[config.mk]
export PLATFORM = sky130hd
export DESIGN_NAME = gpio_serial_loader
export DESIGN_NICKNAME = d
export VERILOG_FILES = /design/src/rtl/gpio_serial_loader.sv
export SDC_FILE = /design/constraint.sdc
export NUM_CORES = 1
export LEC_CHECK = 0
export CAP_MARGIN = 10
export CORE_ASPECT_RATIO = 1.75
export CORE_UTILIZATION = 33
export DETAILED_ROUTE_END_ITERATION = 8
export GPL_TIMING_DRIVEN = 0
export PLACE_DENSITY = 0.49
export SLEW_MARGIN = 5
export SYNTH_ARGS = -nofsm -noshare
export SYNTH_HDL_FRONTEND = slang
export SYNTH_SLANG_ARGS = --single-unit
[constraint.sdc]
create_clock -name wb_clk_i -period 2.15 [get_ports wb_clk_i]
set_input_delay 0.43 -clock wb_clk_i [delete_from_list [all_inputs] [get_ports wb_clk_i]]
set_output_delay 0.43 -clock wb_clk_i [all_outputs]
set_load 0.05 [all_outputs]
[src/rtl/gpio_serial_loader.sv]
// Loads per-GPIO configuration words into the two user-area GPIO serial chains.
// Optional macro GPIO_LOADER_BITBANG_EN adds direct software control of the chain pins while idle.
//
// state    | meaning
// IDLE     | waiting for xfer_start
// FETCH1   | read chain-1 word for step k (addr cycle, then latch cycle)
// FETCH2   | read chain-2 word for step k (addr cycle, then latch cycle)
// SHIFT_LO | serial_clock low, current bit presented
// SHIFT_HI | serial_clock high, bit held stable
// LOAD     | serial_load strobe
// DONE     | one-cycle completion pulse
module gpio_serial_loader #(
    parameter int NUM_IO_1 = 19,
    parameter int NUM_IO_2 = 19,
    parameter int CFG_BITS = 13,
    parameter int CLK_DIV  = 4
) (
    input  logic                wb_clk_i,
    input  logic                wb_rstn_i,
    input  logic                xfer_start,
    output logic [5:0]          cfg_addr,
    input  logic [CFG_BITS-1:0] cfg_data,
`ifdef GPIO_LOADER_BITBANG_EN
    input  logic                bitbang_en,
    input  logic [4:0]          bitbang_ctrl,
`endif
    output logic                busy,
    output logic                done,
    output logic                serial_clock,
    output logic                serial_load,
    output logic                serial_resetn,
    output logic                serial_data_1,
    output logic                serial_data_2
);

    localparam int NSTEP = (NUM_IO_1 > NUM_IO_2) ? NUM_IO_1 : NUM_IO_2;
    localparam int KW    = $clog2(NSTEP + 1);
    localparam int BW    = $clog2(CFG_BITS + 1);
    localparam int TW    = $clog2(CLK_DIV + 2);

    localparam logic [KW-1:0] LAST_K    = KW'(NSTEP - 1);
    localparam logic [TW-1:0] FETCH_LEN = TW'(1);
    localparam logic [TW-1:0] HOLD_LEN  = TW'(CLK_DIV - 1);
    localparam logic [BW-1:0] LAST_BIT  = BW'(CFG_BITS - 1);

    typedef enum logic [2:0] {
        IDLE,
        FETCH1,
        FETCH2,
        SHIFT_LO,
        SHIFT_HI,
        LOAD,
        DONE
    } state_t;

    state_t              state;
    state_t              state_nxt;
    logic [TW-1:0]       tmr;
    logic [BW-1:0]       bit_cnt;
    logic [KW-1:0]       k;
    logic [CFG_BITS-1:0] word_1;
    logic [CFG_BITS-1:0] sr_1;
    logic [CFG_BITS-1:0] sr_2;
    logic                resetn_q;
    logic                tmr_zero;
    logic                has_1;
    logic                has_2;
    logic                start_ok;

    assign tmr_zero = (tmr == '0);
    assign has_1    = (k < KW'(NUM_IO_1));
    assign has_2    = (k < KW'(NUM_IO_2));

`ifdef GPIO_LOADER_BITBANG_EN
    assign start_ok = xfer_start && !bitbang_en;
`else
    assign start_ok = xfer_start;
`endif

    always_comb begin
        state_nxt = state;
        case (state)
            IDLE:     if (start_ok) state_nxt = FETCH1;
            FETCH1:   if (tmr_zero) state_nxt = FETCH2;
            FETCH2:   if (tmr_zero) state_nxt = SHIFT_LO;
            SHIFT_LO: if (tmr_zero) state_nxt = SHIFT_HI;
            SHIFT_HI: begin
                if (tmr_zero) begin
                    if (bit_cnt != '0)    state_nxt = SHIFT_LO;
                    else if (k == LAST_K) state_nxt = LOAD;
                    else                  state_nxt = FETCH1;
                end
            end
            LOAD:     if (tmr_zero) state_nxt = DONE;
            DONE:     state_nxt = IDLE;
            default:  state_nxt = IDLE;
        endcase
    end

    always_comb begin
        cfg_addr = '0;
        if (state == FETCH1 && has_1)
            cfg_addr = 6'(NUM_IO_1 - 1) - 6'(k);
        else if (state == FETCH2 && has_2)
            cfg_addr = 6'(38 - NUM_IO_2) + 6'(k);
    end

    always_ff @(posedge wb_clk_i) begin
        if (!wb_rstn_i) begin
            state    <= IDLE;
            tmr      <= '0;
            bit_cnt  <= '0;
            k        <= '0;
            word_1   <= '0;
            sr_1     <= '0;
            sr_2     <= '0;
            resetn_q <= 1'b0;
        end else begin
            state    <= state_nxt;
            resetn_q <= 1'b1;

            if (state_nxt != state)
                tmr <= (state_nxt == FETCH1 || state_nxt == FETCH2) ? FETCH_LEN : HOLD_LEN;
            else if (!tmr_zero)
                tmr <= tmr - TW'(1);

            if (state == IDLE && start_ok)
                k <= '0;

            if (state == FETCH1 && tmr_zero)
                word_1 <= has_1 ? cfg_data : '0;

            // Both shifters load together so the two chains stay bit-aligned.
            if (state == FETCH2 && tmr_zero) begin
                sr_1    <= word_1;
                sr_2    <= has_2 ? cfg_data : '0;
                bit_cnt <= LAST_BIT;
            end

            if (state == SHIFT_HI && tmr_zero) begin
                if (bit_cnt != '0) begin
                    sr_1    <= sr_1 << 1;
                    sr_2    <= sr_2 << 1;
                    bit_cnt <= bit_cnt - BW'(1);
                end else if (k != LAST_K) begin
                    k <= k + KW'(1);
                end
            end
        end
    end

    assign busy = (state != IDLE) && (state != DONE);
    assign done = (state == DONE);

`ifdef GPIO_LOADER_BITBANG_EN
    logic bb_active;
    assign bb_active     = bitbang_en && (state == IDLE) && wb_rstn_i;
    assign serial_resetn = bb_active ? bitbang_ctrl[0] : resetn_q;
    assign serial_load   = bb_active ? bitbang_ctrl[1] : (state == LOAD);
    assign serial_clock  = bb_active ? bitbang_ctrl[2] : (state == SHIFT_HI);
    assign serial_data_1 = bb_active ? bitbang_ctrl[3] : sr_1[CFG_BITS-1];
    assign serial_data_2 = bb_active ? bitbang_ctrl[4] : sr_2[CFG_BITS-1];
`else
    assign serial_resetn = resetn_q;
    assign serial_load   = (state == LOAD);
    assign serial_clock  = (state == SHIFT_HI);
    assign serial_data_1 = sr_1[CFG_BITS-1];
    assign serial_data_2 = sr_2[CFG_BITS-1];
`endif

endmodule
; Word level (Yosys, flattened, before mapping)
; Cells that the tools add are included.
; W data, S select, Z words.
[totals]
register_bits = 55
latchBits = 0
ram_bits = 0
romBits = 0
inputBits = 16
out_inout_bits = 13
elab_cells = 68
mem_count = 0
[op_classes]
addsub = 5
mul = 0
div = 0
order_cmp = 1
n_eq_ne = 13
shift = 0
mux = 29
bitwise = 0
reduce_logical = 12
[op_table]
columns = operator, count
row1 = $mux W13, 7
row2 = $mux W3, 10
row3 = $mux W5, 4
row4 = $pmux W3 S6, 1
row5 = $mux W4, 3
row6 = $mux W6, 2
row7 = $eq A3 B2 Y1 const B, 3
row8 = $eq A3 B3 Y1 const B, 3
row9 = $logic_and A1 B1 Y1, 7
row10 = $add A5 B5 Y6 const A, 1
row11 = $eq A3 B1 Y1 const B, 2
row12 = $logic_not A3 Y1, 2
row13 = $sub A5 B5 Y6 const A, 1
row14 = $add A5 B1 Y5 const B, 1
row15 = $eq A5 B5 Y1 const B, 1
row16 = $lt A5 B5 Y1 const B, 1
row17 = $ne A5 B5 Y1 const B, 1
row18 = $reduce_bool A4 Y1, 1
row19 = $sub A4 B1 Y4 const B, 1
row20 = $ne A3 B3 Y1, 1
row21 = $ne A3 B3 Y1 const B, 1
row22 = $reduce_bool A3 Y1, 1
row23 = $sub A3 B1 Y3 const B, 1
row24 = $mux W2, 1
row25 = other kinds (3), 3

; Logic depth before layout (Yosys ltp)
; Gate-level depths: netlist (run 1).
[logic_depth]
word_depth = 9
depth_mapped = 9
mapped_depth_nobuf = 6

; Least setup slack after synthesis (run 1)
; No wires, ideal clock.
[synth_path]
kind = reg-to-output
start = reg k[1]
end = out cfg_addr[0]
t_arrival_ns = 2.168
required_time_ns = 1.720
setup_slack_ns = -0.448
path_stages_with_launch = 5
path_buffers = 1
path_cell_list = dfxtp_1 > a211o_1 > clkbuf_1 > and2_1 > nor3_1
[synth_between]
elab_chain_len = 4
word_cells_on_any_way = 5
classes_between = 1 x order compare / 2 x mux / 2 x reduce/logical
[synth_lines]
columns = element, line_no
row1 = from (decl), 60  ; logic [KW-1:0] k;
row2 = from (signal assigned), 146  ; k <= k + KW'(1);
row3 = $lt A5 B5 Y1 *, "71, 72"
row4 = $logic_and A1 B1 Y1, 104  ; else if (state == FETCH2 && has_2)
row5 = $mux W6, 104
row6 = $mux W6 *, 102  ; if (state == FETCH1 && has_1)
row7 = to (decl), 21  ; output logic [5:0] cfg_addr,
; Mark *: on every way between the ends. The rest lies on a longest branch, timed or not.

; Worst setup path after layout (run 1)
[layout_path]
start = reg state[1]
end = out cfg_addr[3]
[layout_between]
elab_chain_len = 4
word_cells_on_any_way = 6
classes_between = 2 x eq/ne / 2 x mux / 2 x reduce/logical
[layout_lines]
columns = element, line_no
row1 = from (decl), 56  ; state_t state;
row2 = from (signal assigned), 119  ; state <= state_nxt;
row3 = $eq A3 B2 Y1, 104
row4 = $logic_and A1 B1 Y1, 104
row5 = $mux W6, 104
row6 = $mux W6 *, 102
; Marked as above.

==> results of run 1 <==
## cells by family after synthesis
group           count (synthesis)  share of synthesized area
xor+xnor                        3                    0.00909
fa+ha+maj                       6                     0.0260
simple gates                  135                      0.235
mux                            13                     0.0454
compound gates                109                      0.240
buf+inv                        40                     0.0645
flops                          55                      0.381
## worst register-to-register path, cell delays in order (launching register included)
cell     delay (ps)
dfxtp_1         320
inv_1            80
ha_1            230
or3b_1          430
nand3_1         270
buf_2           280
o21ai_1         100
a31oi_1         180
## cell usage in the layout, fill, tap and decap left out, drive strengths merged, types with 5 or more instances in the layout
cell type	Yosys	layout
ha	6	6
clkdlybuf4s50	0	18
a21oi	15	15
o21ai	29	29
dfxtp	55	55
nor2b	12	12
nor2	15	15
clkbuf	18	24
o211ai	5	5
nand2	61	61
mux2i	12	12
inv	9	9
nand3	11	11
a21boi	13	13
a31oi	28	28
buf	13	35
nor3	8	8
## what timing repair did
action,CTS,global route
pin swaps,9,5
buffers inserted,14,3
resized for setup,105,15
setup endpoints to repair,10,19
## sequential cells by signal, summed over array words and instances (netlist names)
name	flops
sr_1	13
sr_2	13
word_1	13
k	5
bit_cnt	4
state	3
tmr	3
serial_resetn	1
## per-stage QoR
| step | TNS [ps] | cells | power, mW | worst slack (ps) | utilization |
|---|---|---|---|---|---|
| 6_report | -46.8 | 527 | 3.48 | -46.7 | 0.452 |
| 5_1_grt | -239 | 527 | 3.69 | -80.1 | 0.452 |
| 4_1_cts | -84.6 | 525 | 3.46 | -39.0 | 0.446 |
| 3_5_place_dp | -4670 | 504 | 2.52 | -763 | 0.396 |
| 3_3_place_gp | -4620 | 504 | 2.52 | -743 | 0.396 |
| 2_1_floorplan | -63.1 | 361 | 2.18 | -63.1 | - |
## layout make-up
cell class                      count  share of cell area
Sequential cell                    55               0.294
Multi-Input combinational cell    266               0.460
Inverter                            9             0.00887
Buffer                             29              0.0516
Timing Repair Buffer               45               0.110
Tap cell                          115              0.0378
Clock buffer                        5              0.0329
Clock inverter                      3             0.00526
## power breakdown
group	switching [mW]	leakage (nW)	internal, mW
logic	0.824	0.889	0.606
clock network	0.385	0.0658	0.430
registers	0.0945	0.450	1.14
total	1.30	1.40	2.18
## per-layer routing
layer	GRT usage	vias to the layer above	wire (um)
li1	-	1385	-
met1	0.212	1315	3350
met2	0.368	47	4560
met3	0.0256	17	203
met4	0.0877	0	236
met5	0	-	0
## path summary, 6_finish.rpt
kind / from / endpoint / slack (ps) / cells after the start
worst max-delay path: state[1]$_SDFF_PN0_ / cfg_addr[3] / -50 / 6
worst min-delay path: word_1[0]$_SDFFE_PN0P_ / word_1[0]$_SDFFE_PN0P_ / 450 / 2
worst max register to register: bit_cnt[0]$_SDFF_PN0_ / sr_2[5]$_SDFF_PN0_ / 190 / 7
worst min register to register: word_1[0]$_SDFFE_PN0P_ / word_1[0]$_SDFFE_PN0P_ / 450 / 2
==> impl_metrics.yaml, run 1 <==
synth:
  synth_top_cells_by_area: "dfxtp_1, nand2_1, a31oi_1"
  yosysSeqAreaShare: 0.381
  synth.top_cell.area_share: 0.381
  ys_ff_latch: 55
  synth_top_area_cell: "dfxtp_1"
  yosys.cell_types.count: 53
  yosys_warnings: 0
  syn_area_per_cell_um2: 8.01
  syn_area_um2: 2890
  synth_cells: 361
  synthFlopType: "dfxtp_1"
  synth_nets: 383
  synth_edf_count: 0
  synth_commonest_cells: "nand2_1, dfxtp_1, a31oi_1, o21ai_1, clkbuf_1"
  synth-async-reset-ratio: 0
  synth.most_common_cell: "nand2_1"
layout:
  nNetsFinal: 433
  diodes: 0
  seq_area_um2: 1120
  drive_gt1_frac: 0.226
  nFillCells: 863
  multiInputGateArea_um2: 1750
  area_growth_pct: 31.7
  final_area_um2: 3810
timing:
  rsz0062_at_grt: "yes"
  hold_viol_final: 0
  post-route-min-period_ps: 2200
  finalMaxSlewViolations: 0
  setup_ws_ps: -46.7
  hold_ws_ps: 455
  skew_ps: 4.25
  relSlewSlack: 0.598
  max_freq_mhz: 455
  setup_viol: 2
  tightestPinTransition_ps: 603
  fin_crit_sh: 1.02
floorplan:
  num_io_pins: 29
  dieWidth_um: 72.8
  rows: 44
  dieArea_um2: 9160
  die_height_um: 126
  start_util: 0.343
  core_um2: 8420
routing:
  drc_errors: 0
  ant_nets: 0
  drtIter0Drc: 108
  drt_pass1_iterations: 4
  wire_per_inst_um: 15.9
  vias: 2764
  routed_via_density: 5.24
  wl_um: 8360
clock_network:
  holdBufCountCts: 0
  numCtsBuffers: 5
  cts_num_sinks: 55
  clk_pin_slew_ps: 70
  htreeDepth: 2
  cts-root-buf: "clkbuf_16"
  clk_path_buf_depth: 2
  tritoncts: "built"
  clock_latency_ps: 300
critical_path:
  path_cells: "nor2b_1 > clkbuf_4 > a2bb2oi_2 > o22ai_1 > a311o_1 > buf_6"
  cpPeakStageDelay_ps: 380
  endpoint_kind: "output port"
  crit_buf_inv: 2
  crit_family: "compound AO/OA/AOI/OAI gates"
  crit_path_top_delay_cell: "dfxtp_4"
  start_kind: "flop"
  cp.required_ps: 1720
  worstPathArrival_ps: 1770
  critical_path_class: "reg2out"
  critPathMaxFanout: 7
pwr:
  peakVddDrop_uv: 607
  p_per_area_nw_per_um2: 915
  leakage_nw: 1.40
place:
  detailed_place_hpwl_um: 6110
  globalplace.congestion: 0.810
  io_buffers: 28
  dpl_cell_area_um2: 3340
global_route:
  grt_pass1_wl_um: 13800
  grt_max_degree: 18
  grtUsageTotal: 0.197
  antenna_found_initial: 0
  grt_pass1_vias: 2720
  grt-ovfl-total: 0
flow_run:
  drv_cap: 0
status:
  violations: "negative setup slack"
  status: "complete, but fails checks"
hold_path:
  hold_class: "reg2reg"
No activity file was read; power rests on OpenSTA's default activity.
==> run 2, diff against run 1 <==
Settings changed: CELL_PAD_IN_SITES_DETAIL_PLACEMENT set to 1, CELL_PAD_IN_SITES_GLOBAL_PLACEMENT set to 1, PLACE_DENSITY 0.49 to 0.62.
==> impl_metrics.yaml, run 2 (synthesis results as in run 1) <==
routing:
  wl_um: 9370
  vias: 2744
  drc_errors: 0
  wire_per_inst_um: 18.0
  drt_pass1_iterations: 4
  drtIter0Drc: 95
  routed_via_density: 5.28
  ant_nets: 0
global_route:
  grt_pass1_wl_um: 14700
  grtUsageTotal: 0.212
  grt-ovfl-total: 0
  grt_max_degree: 20
  grt_pass1_vias: 2848
  antenna_found_initial: 0
floorplan:
  rows: 44
  num_io_pins: 29
  die_height_um: 126
  core_um2: 8420
  dieWidth_um: 72.8
  start_util: 0.343
  dieArea_um2: 9160
timing:
  finalMaxSlewViolations: 0
  setup_ws_ps: -39.2
  setup_viol: 4
  skew_ps: 10.6
  tns_ps: -80.6
  relSlewSlack: 0.566
  post-route-min-period_ps: 2190
  hold_viol_final: 0
  tightestPinTransition_ps: 652
  rsz0062_at_grt: "yes"
  fin_crit_sh: 1.02
  max_freq_mhz: 457
layout:
  diodes: 0
  nFillCells: 1018
  mostFrequentLayoutCells: "nand2_1, dfxtp_1, a31oi_1, o21ai_1, clkdlybuf4s50_1"
  utilization: 0.448
  multiInputGateArea_um2: 1770
  drive_gt1_frac: 0.210
  area_growth_pct: 30.4
  reg_top3: "sr_1 x13, sr_2 x13, word_1 x13"
  seq_area_um2: 1120
  mostFrequentLayoutCell: "nand2_1"
  nNetsFinal: 426
clock_network:
  clk_path_buf_depth: 2
  numCtsBuffers: 5
  holdBufCountCts: 0
  cts_num_sinks: 55
  cts-root-buf: "clkbuf_16"
  clk_pin_slew_ps: 70
  clock_latency_ps: 300
  htreeDepth: 2
  tritoncts: "built"
critical_path:
  start_kind: "flop"
  crit_buf_inv: 1
  endpoint_kind: "output port"
  cp.required_ps: 1720
  crit_path_top_delay_cell: "dfxtp_4"
  critical_path_class: "reg2out"
  critPathMaxFanout: 6
  worstPathArrival_ps: 1760
  crit_family: "compound AO/OA/AOI/OAI gates"
  path_cells: "a211o_4 > a21oi_4 > nor4b_4 > a311o_1 > buf_6"
  cpPeakStageDelay_ps: 380
pwr:
  p_per_area_nw_per_um2: 927
  leakage_nw: 1.37
  peakVddDrop_uv: 427
place:
  detailed_place_hpwl_um: 6790
  globalplace.congestion: 0.809
  io_buffers: 28
flow_run:
  drv_cap: 0
status:
  status: "complete, but fails checks"
  violations: "negative setup slack"
hold_path:
  hold_class: "reg2reg"
==> run 2: path summary, 6_finish.rpt <==
| check | cells past startpoint | to | slack, ps | startpoint |
|---|---|---|---|---|
| max reg2reg | 7 | sr_1[3]$_SDFF_PN0_ | 160 | bit_cnt[0]$_SDFF_PN0_ |
| min reg2reg | 2 | sr_2[0]$_SDFF_PN0_ | 460 | sr_2[0]$_SDFF_PN0_ |
| max | 5 | cfg_addr[3] | -40 | k[1]$_SDFF_PN0_ |
| min | 2 | sr_2[0]$_SDFF_PN0_ | 460 | sr_2[0]$_SDFF_PN0_ |
==> run 2: cell type report <==
type                            instances  area share
Buffer                                 28      0.0485
Clock buffer                            6      0.0368
Clock inverter                          2     0.00431
Inverter                                9     0.00896
Multi-Input combinational cell        266       0.469
Sequential cell                        55       0.296
Tap cell                              115      0.0382
Timing Repair Buffer                   39      0.0979
==> run 2: per-stage QoR <==
| stage | setup slack (ps) | cell area, um^2 | instances | hold WS, ps | power [mW] |
|---|---|---|---|---|---|
| 3_3_place_gp | -780 | 3340 | 504 | 443 | 2.53 |
| 6_report | -39.2 | 3770 | 520 | 463 | 3.50 |
| 3_5_place_dp | -794 | 3340 | 504 | 456 | 2.56 |
| 5_1_grt | -118 | 3770 | 520 | 477 | 3.69 |
| 2_1_floorplan | -63.1 | 2910 | 361 | 430 | 2.18 |
| 4_1_cts | -40.0 | 3670 | 515 | 465 | 3.48 |
==> run 2: what timing repair did <==
item                                    4_1_cts  5_1_grt
endpoints found under the hold margin         0        0
buffers inserted                              5        6
endpoints found under the setup margin       17        7
gates cloned                                  0        0
resized for setup                            99       17
pin swaps                                     7        6
==> run 2: report_power, final <==
| group | switching [mW] | total (mW) | internal (mW) |
|---|---|---|---|
| registers | 0.0980 | 1.24 | 1.14 |
| logic | 0.840 | 1.39 | 0.552 |
| clock network | 0.398 | 0.865 | 0.467 |
==> run 2: worst register-to-register path, stage by stage, from the launching register on <==
cell	delay, ps
dfxtp_1	330
inv_1	80
ha_1	220
or3b_1	440
nand3_1	260
clkbuf_2	320
o21ai_1	110
a31oi_1	170
==> run 2: metal layers <==
layer,up-vias,track usage,wire length (um)
met4,0,0.0750,227
li1,1364,-,-
met5,-,0,0
met1,1316,0.220,3770
met3,16,0.0328,236
met2,48,0.412,5140
